==> config.mk <==
export PLATFORM = sky130hd
export DESIGN_NAME = hsv2rgb
export DESIGN_NICKNAME = d
export VERILOG_FILES = /design/src/rtl/hsv2rgb.sv
export SDC_FILE = /design/constraint.sdc
export NUM_CORES = 1
export LEC_CHECK = 0
export BUFFER_PORTS_ARGS = -buffer_cell sky130_fd_sc_hd__buf_2
export CAP_MARGIN = 20
export CORE_MARGIN = 4
export CORE_UTILIZATION = 46
export CTS_CLUSTER_SIZE = 28
export DETAILED_ROUTE_END_ITERATION = 6
export PLACE_DENSITY_LB_ADDON = 0.25
export SYNTH_ARGS = -nofsm -noshare
export SYNTH_HDL_FRONTEND = slang
export SYNTH_SLANG_ARGS = --single-unit
export TNS_END_PERCENT = 5
==> constraint.sdc <==
create_clock -name clk -period 5.6 [get_ports clk]
set_clock_uncertainty 0.15 [all_clocks]
set_input_delay 1.12 -clock clk [delete_from_list [all_inputs] [get_ports clk]]
set_output_delay 1.12 -clock clk [all_outputs]
set_load 0.02 [all_outputs]
==> src/rtl/hsv2rgb.sv <==
// Four-stage HSV-to-RGB pixel converter, one pixel per clock, fixed latency.
// Video timing flags ride alongside the data in a matching shift register.
module hsv2rgb #(
  parameter int LATENCY = 4
) (
  input  logic        clk,
  input  logic        rst_n,
  input  logic        hsv_valid,
  input  logic [23:0] hsv_in,
  input  logic        hsync_in,
  input  logic        vsync_in,
  input  logic        blank_in,
  output logic        rgb_valid,
  output logic [23:0] rgb_out,
  output logic        hsync_out,
  output logic        vsync_out,
  output logic        blank_out
);

  typedef struct packed {
    logic vld;
    logic hs;
    logic vs;
    logic bl;
  } flags_t;

  typedef struct packed {
    logic [7:0] s;
    logic [7:0] v;
    logic [7:0] rem;
    logic [2:0] region;
    logic       s_zero;
  } s1_t;

  typedef struct packed {
    logic [7:0] v;
    logic [7:0] p;
    logic [7:0] a;
    logic [7:0] b;
    logic [2:0] region;
    logic       s_zero;
  } s2_t;

  typedef struct packed {
    logic [7:0] v;
    logic [7:0] p;
    logic [7:0] q;
    logic [7:0] t;
    logic [2:0] region;
    logic       s_zero;
  } s3_t;

  // Upper byte of an 8x8 unsigned product, truncated.
  function automatic logic [7:0] mul_hi(input logic [7:0] x, input logic [7:0] y);
    return 8'(({8'd0, x} * {8'd0, y}) >> 8);
  endfunction

  flags_t               flg_in;
  flags_t [LATENCY:1]   vld_pipe;

  assign flg_in = {hsv_valid, hsync_in, vsync_in, blank_in};
  assign {rgb_valid, hsync_out, vsync_out, blank_out} = vld_pipe[LATENCY];

  always_ff @(posedge clk or negedge rst_n) begin
    if (!rst_n) vld_pipe <= '0;
    else        vld_pipe <= {vld_pipe[LATENCY-1:1], flg_in};
  end

  // Stage 1: hue sector by compare chain, offset within sector scaled by 6.
  logic [7:0] h, h_base, h_off, rem;
  logic [2:0] region;
  s1_t        s1_d, s1_q;

  always_comb begin
    h      = hsv_in[23:16];
    region = 3'd0;
    h_base = 8'd0;
    if      (h >= 8'd215) begin region = 3'd5; h_base = 8'd215; end
    else if (h >= 8'd172) begin region = 3'd4; h_base = 8'd172; end
    else if (h >= 8'd129) begin region = 3'd3; h_base = 8'd129; end
    else if (h >= 8'd86)  begin region = 3'd2; h_base = 8'd86;  end
    else if (h >= 8'd43)  begin region = 3'd1; h_base = 8'd43;  end
    h_off = h - h_base;
    rem   = (h_off << 2) + (h_off << 1);
    s1_d  = '{s: hsv_in[15:8], v: hsv_in[7:0], rem: rem, region: region,
              s_zero: (hsv_in[15:8] == 8'd0)};
  end

  // Stage 2: first-level products.
  s2_t s2_d, s2_q;

  always_comb begin
    s2_d = '{v: s1_q.v,
             p: mul_hi(s1_q.v, 8'd255 - s1_q.s),
             a: mul_hi(s1_q.s, s1_q.rem),
             b: mul_hi(s1_q.s, 8'd255 - s1_q.rem),
             region: s1_q.region, s_zero: s1_q.s_zero};
  end

  // Stage 3: falling (q) and rising (t) channel values.
  s3_t s3_d, s3_q;

  always_comb begin
    s3_d = '{v: s2_q.v, p: s2_q.p,
             q: mul_hi(s2_q.v, 8'd255 - s2_q.a),
             t: mul_hi(s2_q.v, 8'd255 - s2_q.b),
             region: s2_q.region, s_zero: s2_q.s_zero};
  end

  // Stage 4: sector mux; zero saturation forces grey.
  logic [23:0] rgb_d;

  always_comb begin
    rgb_d = {s3_q.v, s3_q.t, s3_q.p};
    if (s3_q.s_zero) rgb_d = {s3_q.v, s3_q.v, s3_q.v};
    else begin
      case (s3_q.region)
        3'd0:    rgb_d = {s3_q.v, s3_q.t, s3_q.p};
        3'd1:    rgb_d = {s3_q.q, s3_q.v, s3_q.p};
        3'd2:    rgb_d = {s3_q.p, s3_q.v, s3_q.t};
        3'd3:    rgb_d = {s3_q.p, s3_q.q, s3_q.v};
        3'd4:    rgb_d = {s3_q.t, s3_q.p, s3_q.v};
        default: rgb_d = {s3_q.v, s3_q.p, s3_q.q};
      endcase
    end
  end

  always_ff @(posedge clk or negedge rst_n) begin
    if (!rst_n) begin
      s1_q    <= '0;
      s2_q    <= '0;
      s3_q    <= '0;
      rgb_out <= '0;
    end else begin
      s1_q    <= s1_d;
      s2_q    <= s2_d;
      s3_q    <= s3_d;
      rgb_out <= rgb_d;
    end
  end

endmodule

# == Word level (Yosys, flattened, before mapping) ==
# Index checks and enable logic that the tools add are counted.
# classes
add_sub_neg,6
n_mul,5
order_cmp,5
n_eq_ne,4
muxes,12
reduce_logical,2
# ops
cell,count
24-bit one-hot mux with 5 select lines,1
8-bit by 8-bit multiplier with 16-bit output,5
8-bit subtractor (first input constant),4
7-bit 2-to-1 mux,4
8-bit greater-or-equal comparator (second input constant),3
24-bit 2-to-1 mux,1
8-bit adder,1
8-bit by 6-bit greater-or-equal comparator with 1-bit output (second input constant),1
8-bit by 7-bit greater-or-equal comparator with 1-bit output (second input constant),1
8-bit zero test,1
7-bit subtractor,1
3-bit by 2-bit equality test with 1-bit output (second input constant),2
3-bit 2-to-1 mux,2
6-bit 2-to-1 mux,1
2-bit 2-to-1 mux,2
3-bit by 1-bit equality test with 1-bit output (second input constant),1
3-bit equality test (second input constant),1
3-bit zero test,1
1-bit 2-to-1 mux,1
# word_totals
register_bits,140
output_inout_bits,28
elab_cells,68

# == Longest topological paths before layout ==
# logic_depth
word_depth,8
ltp_mapped,17
ltp_nobuf,17

# == Worst setup path before layout ==
# No wires, ideal clock.
# synth_timing
path_type,flip-flop to flip-flop
start,reg s2_q[33] (netlist bit)
end,reg s3_q[15] (netlist bit)
setup_time_ns,0.125
t_arrival_ns,4.223
t_required_ns,5.325
setup_slack_ns,1.102
stages_incl_launch_ff,17
path_buffers,1
period_less_slack_ns,4.498
cell_sequence,dfrtp_1 -> clkbuf_1 -> nand2b_1 -> fa_1 -> fa_1 -> inv_1 -> fa_1 -> inv_1 -> fa_1 -> inv_1 -> ha_1 -> a21o_1 -> a21o_1 -> a41oi_4 -> o21ba_2 -> o21bai_2 -> xor2_1
# synth_lines
item,line,text
start: declaration,90,"s2_t s2_d, s2_q;"
start signal: assignment,131,s2_q <= '0;
start signal: assignment,136,s2_q <= s2_d;
end signal: assignment,132,s3_q <= '0;
end signal: assignment,137,s3_q <= s3_d;
end: declaration,101,"s3_t s3_d, s3_q;"

==> results.yml <==
timing:
  fmax_mhz: 200.7
  hold_violations: 0
  finalCritPeriodShare_pct: 88.97
  period_needed_ns: 4.982
  slew_headroom_pct: 31.77
  grt_setup_unrepaired: "false"
  drv_slew: 0
  finalSetupViolCount: 0
  worst_pin_slew_ns: 1.023
  hold_ws_ns: 0.1975
  fin_tns_setup_ns: 0
finish:
  antenna_cells: 0
  final_cell_mix: "inv_1 (254), ha_1 (177), fa_1 (171)"
  area_growth_pct: 8.532
  final_net_count: 1863
  layout-drive-gt1-share_pct: 7.677
  design_area_um2: 15690
  stdcell_count: 1894
  final_common_cell: "inv_1"
floorplan:
  die_y_um: 185.3
  rows: 64
  core_area_um2: 30830
  die_area_um2: 34340
  initial_core_util_pct: 46.90
  die_width_um: 185.3
  ios: 58
worst_setup_path:
  worstPathArrival_ns: 5.13
  crit_required_ns: 5.75
  start_kind: "register"
  reg2reg_depth: 15
  cp_cell_sequence: "nand2b_1, fa_1, inv_1, fa_1, fa_1, inv_1, fa_1, inv_1, ha_1, and2_1, a221oi_1, o21ai_2, a21oi_1, o21bai_1, xor2_1"
  critPathKind: "reg -> reg"
  slowest_stage: "dfrtp_1"
  slowest_delay_ns: 0.89
  setup.worst_path.end_class: "register"
  crit_top_cell: "fa_1"
  cp_max_fo: 23
synthesis:
  yosysWarnings: 0
  yosys.area.top_type: "dfrtp_1"
  synth_top_area_share_pct: 24.05
  synth_cells: 1449
  postSynthAreaPerCell_um2: 9.979
  syn_area_um2: 14460
  netlist_top_cells_area: "dfrtp_1 (24%), fa_1 (24%), ha_1 (15%)"
  synth_flop_cell: "dfrtp_1"
  ys_ff_latch: 139
  syn_nets: 1827
  synthArstFlopShare_pct: 100.0
  seq_area_frac_synth_pct: 24.05
  synth-edff-count: 0
  yosysUniqueCellTypes: 66
grt:
  grt_antenna_before_repair: 1
  gr-total-overflow: 0
  grt_max_degree: 92
  grt_use_total_pct: 18.95
  grt_pass1_vias: 10390
  grt_first_pass_wirelength_um: 51890
cts:
  cts_buffers: 17
  clkTransAtPathRegs_ns: 0.06
  holdBufCountCts: 0
  ctsResizeCount: 0
  cts_tree: "done"
  clockBufferDepth: 2
  root_buffer: "clkbuf_16"
  cts_max_level: 4
  clock_sinks: 139
  post_cts_buffers: 0
  clock_latency_ns: 0.43
drt:
  ant_nets: 0
  viasPerCell: 5.100
  first_iter_violations: 490
  drtPass1Iterations: 5
  wl_um: 30390
  avgRoutedWirePerCell_um: 16.04
  remaining_drc_errors: 0
  via_count: 9659
hold_path:
  min_path_cells: 0
  min_path_type: "reg -> reg"
placement:
  dp_cells: 1862
  dp_hpwl_um: 23540
  globalplace.congestion: 0.8894
  placed_area_um2: 15130
  port_buffers: 57
status:
  run_status: "finished clean"
run:
  drv_cap: 0
## through the flow
step                      utilization (%)  setup slack [ns]
after floorplan                         -             1.102
after global placement              49.08            0.7869
after detailed placement            49.08            0.6787
after CTS                           50.91            0.6362
after global routing                50.91            0.4242
final                               50.91            0.6176
## sequential cells by signal, indices dropped and copies added (netlist names)
signal and count:
vld_pipe 12, vsync_out 1, blank_out 1, s3_q 36, s1_q 27, rgb_valid 1
s2_q 36, hsync_out 1, rgb_out 24
## final timing paths
kind                       endpoint  startpoint  slack [ns]
setup reg to reg            s2_q[9]    s1_q[24]        0.62
min in group asynchronous  s3_q[11]       rst_n        0.61
setup / recovery            s2_q[9]    s1_q[24]        0.62
hold / removal             s3_q[26]    s2_q[26]        0.20
hold reg to reg            s3_q[26]    s2_q[26]        0.20
max in group asynchronous  s3_q[27]       rst_n        3.56
## critical path: cells and delay by family (launching register included)
kind / cells / cell delay, ns
AOI/OAI and AO/OA: 4 / 0.87
xor gates and xnor gates: 1 / 0.15
DFF: 1 / 0.89
adders and majority gates: 5 / 2.30
and+or+nand+nor: 2 / 0.36
buffers and inverters: 3 / 0.14
## layout make-up
class,count,area (um2)
repair buffers,68,374.1
clock buffers,22,454.2
multi-input cells,1005,9829
inverters,254,953.4
flip-flops and latches,139,3478
fillers,2795,15140
well taps,396,495.5
clock inverters,10,108.9
## per-layer routing
layer | track usage [%] | vias up | wire length, um
met1 | 24.30 | 4826 | 13450
met4 | 4.903 | 0 | 514
met3 | 3.005 | 30 | 1053
met2 | 33.50 | 159 | 15370
met5 | 0 | - | 0
li1 | - | 4644 | -
## cells in the mapped netlist (5+ instances only)
master / count
a21o_1: 17
a21oi_1: 50
a222oi_1: 8
a22oi_1: 9
and2_1: 33
buf_2: 6
clkbuf_1: 44
dfrtp_1: 139
fa_1: 171
ha_1: 177
inv_1: 254
mux2i_1: 8
nand2_1: 60
nand2b_1: 130
nand3_1: 5
nor2_1: 40
nor2b_1: 116
nor3b_1: 9
o21ai_0: 38
o21bai_1: 6
o22ai_1: 8
xnor2_1: 33
xor2_1: 18
## kinds of logic (layout without fill, tap and decap cells)
logic type / count (synthesis) / in the layout / synth area share [%]
xor gates and xnor gates: 52 / 52 / 3.245
buffers and inverters: 305 / 354 / 7.969
muxes: 8 / 8 / 0.5538
DFF: 139 / 139 / 24.05
and+or+nand+nor: 419 / 419 / 16.62
AOI/OAI and AO/OA: 178 / 178 / 8.566
adders and majority gates: 348 / 348 / 38.99
Power is not shown: default switching activity piles up to over one toggle a cycle in this logic, so the estimate is an artifact.
